===== config.mk =====
export PLATFORM = sky130hd
export DESIGN_NAME = poseidon_elem_packer
export DESIGN_NICKNAME = d
export VERILOG_FILES = /design/src/rtl/poseidon_elem_packer.sv
export SDC_FILE = /design/constraint.sdc
export NUM_CORES = 1
export LEC_CHECK = 0
export CAP_MARGIN = 10
export CORE_MARGIN = 10
export CORE_UTILIZATION = 45
export DETAILED_ROUTE_END_ITERATION = 12
export PLACE_DENSITY = 0.72
export SETUP_SLACK_MARGIN = 0.02
export SYNTH_ARGS = -nofsm -noshare
export SYNTH_HDL_FRONTEND = slang
export SYNTH_SLANG_ARGS = --single-unit

===== constraint.sdc =====
create_clock -name clk -period 5.57 [get_ports clk]
set_input_delay 1.114 -clock clk [delete_from_list [all_inputs] [get_ports clk]]
set_output_delay 1.114 -clock clk [all_outputs]
set_load 0.1 [all_outputs]

===== src/rtl/poseidon_elem_packer.sv =====
// Packs a little-endian word stream into field elements for the Poseidon core.
// Double-buffered: the next element assembles while the previous one waits.
module poseidon_elem_packer #(
    parameter int WORD_W = 32,
    parameter int ELEM_W = 255,
    parameter int WORDS  = 8
) (
    input  logic              clk,
    input  logic              reset,
    input  logic              s_valid,
    output logic              s_ready,
    input  logic              s_last,
    input  logic [WORD_W-1:0] s_data,
    output logic              m_valid,
    input  logic              m_ready,
    output logic              m_last,
    output logic [ELEM_W-1:0] m_payload,
    output logic              err_overflow,
    output logic [31:0]       elem_count
);

    localparam int FULL_W = WORD_W * WORDS;
    localparam int IDX_W  = (WORDS > 1) ? $clog2(WORDS) : 1;

    logic [IDX_W-1:0]  word_idx;
    logic [FULL_W-1:0] asm_q;
    logic [FULL_W-1:0] packed_w;
    logic              final_w;
    logic              accept;
    logic              drain;
    logic              load;
    logic              ovf;

    assign final_w = (word_idx == IDX_W'(WORDS - 1)) || s_last;
    // Only a final word needs the output slot, so only it waits on m_ready.
    assign s_ready = !reset && (!final_w || !m_valid || m_ready);
    assign accept  = s_valid && s_ready;
    assign drain   = m_valid && m_ready;
    assign load    = accept && final_w;

    always_comb begin
        packed_w = asm_q;
        packed_w[word_idx*WORD_W +: WORD_W] = s_data;
    end

    generate
        if (FULL_W > ELEM_W) begin : g_ovf
            assign ovf = |packed_w[FULL_W-1:ELEM_W];
        end else begin : g_no_ovf
            assign ovf = 1'b0;
        end
    endgenerate

    always_ff @(posedge clk) begin
        if (reset) begin
            word_idx     <= '0;
            asm_q        <= '0;
            m_valid      <= 1'b0;
            m_last       <= 1'b0;
            m_payload    <= '0;
            err_overflow <= 1'b0;
            elem_count   <= '0;
        end else begin
            if (accept) begin
                if (final_w) begin
                    word_idx <= '0;
                    asm_q    <= '0;
                end else begin
                    word_idx <= word_idx + IDX_W'(1);
                    asm_q    <= packed_w;
                end
            end
            if (load) begin
                m_payload <= packed_w[ELEM_W-1:0];
                m_last    <= s_last;
                m_valid   <= 1'b1;
                if (ovf) begin
                    err_overflow <= 1'b1;
                end
            end else if (drain) begin
                m_valid <= 1'b0;
            end
            if (drain) begin
                elem_count <= elem_count + 32'd1;
            end
        end
    end

endmodule


==> flow_summary.ini <==
[run_status]
status = complete, no violations

[sta]
max_freq_mhz = 247
clock_skew_ns = 0.0370
tightest_slew_ns = 1.18
tns_ns = 0
finalHoldViolCount = 0
setup_viol = 0
slew_headroom_pct = 20.8
rsz0062_at_grt = no
timing.final.crit_share_pct = 72.6
fin_crit_ns = 4.05
slew_viol_final = 0
hold_ws_ns = 0.460

[logic_synthesis]
synth_top_area_cell = dfxtp_1
ys_warn_count = 0
syn_inst = 2199
syn-cell-area_um2 = 21800
synth_flop_cell = dfxtp_1
ys_top_cells_by_area = dfxtp_1, mux2i_1, a211oi_1, o2bb2ai_1, nor2_1
syn_area_per_cell_um2 = 9.90
synth_enable_flop_cells = 0
synth-async-reset-ratio_pct = 0
synth_cell_types = 45
synthTopCellsByCount = dfxtp_1, nor2_1, mux2i_1, a211oi_1, o2bb2ai_1
synth.most_common_cell = dfxtp_1
yosysSeqAreaShare_pct = 50.5
synth-seq-cells = 549
netlist.area_leader.share_pct = 50.5
synth_nets = 2244

[detailed_routing]
first_pass_iters = 5
ant_nets = 0
vias = 17628
drt-initial-drc-count = 1577
wirelength_um = 68400
viasPerCell = 5.76
wl_per_cell_um = 22.4
drc = 0

[job]
drv_cap = 0

[setup_path]
crit_path_end_kind = flip-flop
critical_path_peak_fanout = 35
cp.required_ns = 6.00
worstSetupStartpointType = flip-flop
path_class = flip-flop to flip-flop
worstPathArrival_ns = 4.48

[layout]
drive_gt1_share_pct = 5.30
nNetsFinal = 2438
fillers = 4089
instances_no_fill = 3059
fin_area_um2 = 27000
area_growth_pct = 24.0

[clocking]
clk-insertion-delay-late_ns = 0.63
htree_levels = 2
cts-root-to-sink-buffers = 3
cts_tree = yes
cts_made_buffers = 56
cts.clk_slew.worst_paths_ns = 0.06
clock-sinks = 549
post_cts_buffers = 0
post_cts_resized = 0
cts-root-buf = clkbuf_16
hold_buffers = 0

[worst_hold_path]
hold_class = flip-flop to flip-flop

[power_and_ir_drop]
combPwrFrac_pct = 14.8
p_int_w = 0.00645
peakVddDrop_mv = 0.231
swShare_pct = 29.6
p_per_area_nw_per_um2 = 339
p_seq_share_pct = 44.7
p_clk_share_pct = 40.5
power_leakage_nw = 8.71
switchingPower_w = 0.00271

[placed_design]
dp.cells = 2950
portBuffers = 327
place_hpwl_um = 44600
placed_area_um2 = 25200
gp_congestion = 0.809

[die]
rows = 80
die-area_um2 = 57600
pin_count = 328
die_w_um = 240
die_height_um = 240
initial_utilization_pct = 45.5
coreArea_um2 = 47800

[global_route]
grt.overflow.total = 0
grt_pass1_wl_um = 102000
grt_pass1_vias = 16779
track_usage_pct = 22.8
antenna_found_initial = 12
grt_max_degree = 221
==> sequential cells by signal, summed over array words and instances (netlist names) <==
name          cells
err_overflow      1
asm_q           256
m_valid           1
word_idx          3
elem_count       32
m_payload       255
m_last            1
==> stage by stage <==
step	setup slack, ns	power, W	utilization (%)
after floorplan	1.29	0.00515	-
after global placement	1.60	0.00551	52.6
after detailed placement	1.57	0.00553	52.6
after CTS	1.53	0.00922	56.4
after global routing	1.11	0.00944	56.4
final	1.52	0.00916	56.4
==> final timing paths <==
path	slack (ns)	endpoint	cells past startpoint	start
max	1.52	m_payload[131]	6	word_idx[0]
min	0.46	asm_q[190]	1	asm_q[190]
max reg2reg	1.52	m_payload[131]	6	word_idx[0]
min reg2reg	0.46	asm_q[190]	1	asm_q[190]
==> worst max-delay path, stage by stage, from the launching register on <==
cell	delay [ns]
dfxtp_1	0.98
inv_1	0.22
ha_1	0.67
or4b_1	0.70
nand2b_2	0.72
mux2i_1	0.45
a211oi_1	0.12
==> layout by cell type, fill, tap and decap left out, types with 65 or more instances in the layout <==
master	count
a21oi_1	91
a211oi_1	255
nor2_1	269
and2_1	74
mux2i_1	256
o2bb2ai_1	192
dfxtp_1	549
o21ai_0	65
clkdlybuf4s50_1	325
nand2_1	78
==> area by class of cell <==
cell class / count / area [µm²] / area share, %
Sequential cell: 549 / 11000 / 40.7
Multi-Input combinational cell: 1436 / 9900 / 36.7
Timing Repair Buffer: 345 / 3490 / 12.9
Clock buffer: 78 / 1580 / 5.87
Tap cell: 615 / 769 / 2.85
Clock inverter: 22 / 231 / 0.857
Antenna cell: 9 / 22.5 / 0.0834
Inverter: 5 / 18.8 / 0.0695
==> cells by family (layout without fill, tap and decap cells) <==
| family | Yosys count | after routing | synth area share [%] |
|---|---|---|---|
| flops | 549 | 549 | 50.5 |
| xor+xnor | 11 | 11 | 0.442 |
| mux | 256 | 256 | 11.8 |
| simple gates | 533 | 533 | 11.7 |
| compound gates | 628 | 628 | 20.9 |
| fa+ha+maj | 8 | 8 | 0.460 |
| other cells | 0 | 9 | 0 |
| buf+inv | 214 | 450 | 4.35 |
==> metal layers <==
metal	GRT usage [%]	part of all wire (%)
met5	0	0
met3	6.42	8.9
met2	36.2	46
met4	9.72	3.9
met1	28.4	41
==> power groups by stage <==
stage                     logic [W]  registers (W)  clock network [W]
after floorplan            0.000346        0.00480                  0
after global placement      0.00134        0.00417                  0
after detailed placement    0.00135        0.00418                  0
after CTS                   0.00136        0.00409            0.00378
after global routing        0.00141        0.00410            0.00393
final                       0.00135        0.00409            0.00371
Power figures use the tool's default switching activity.
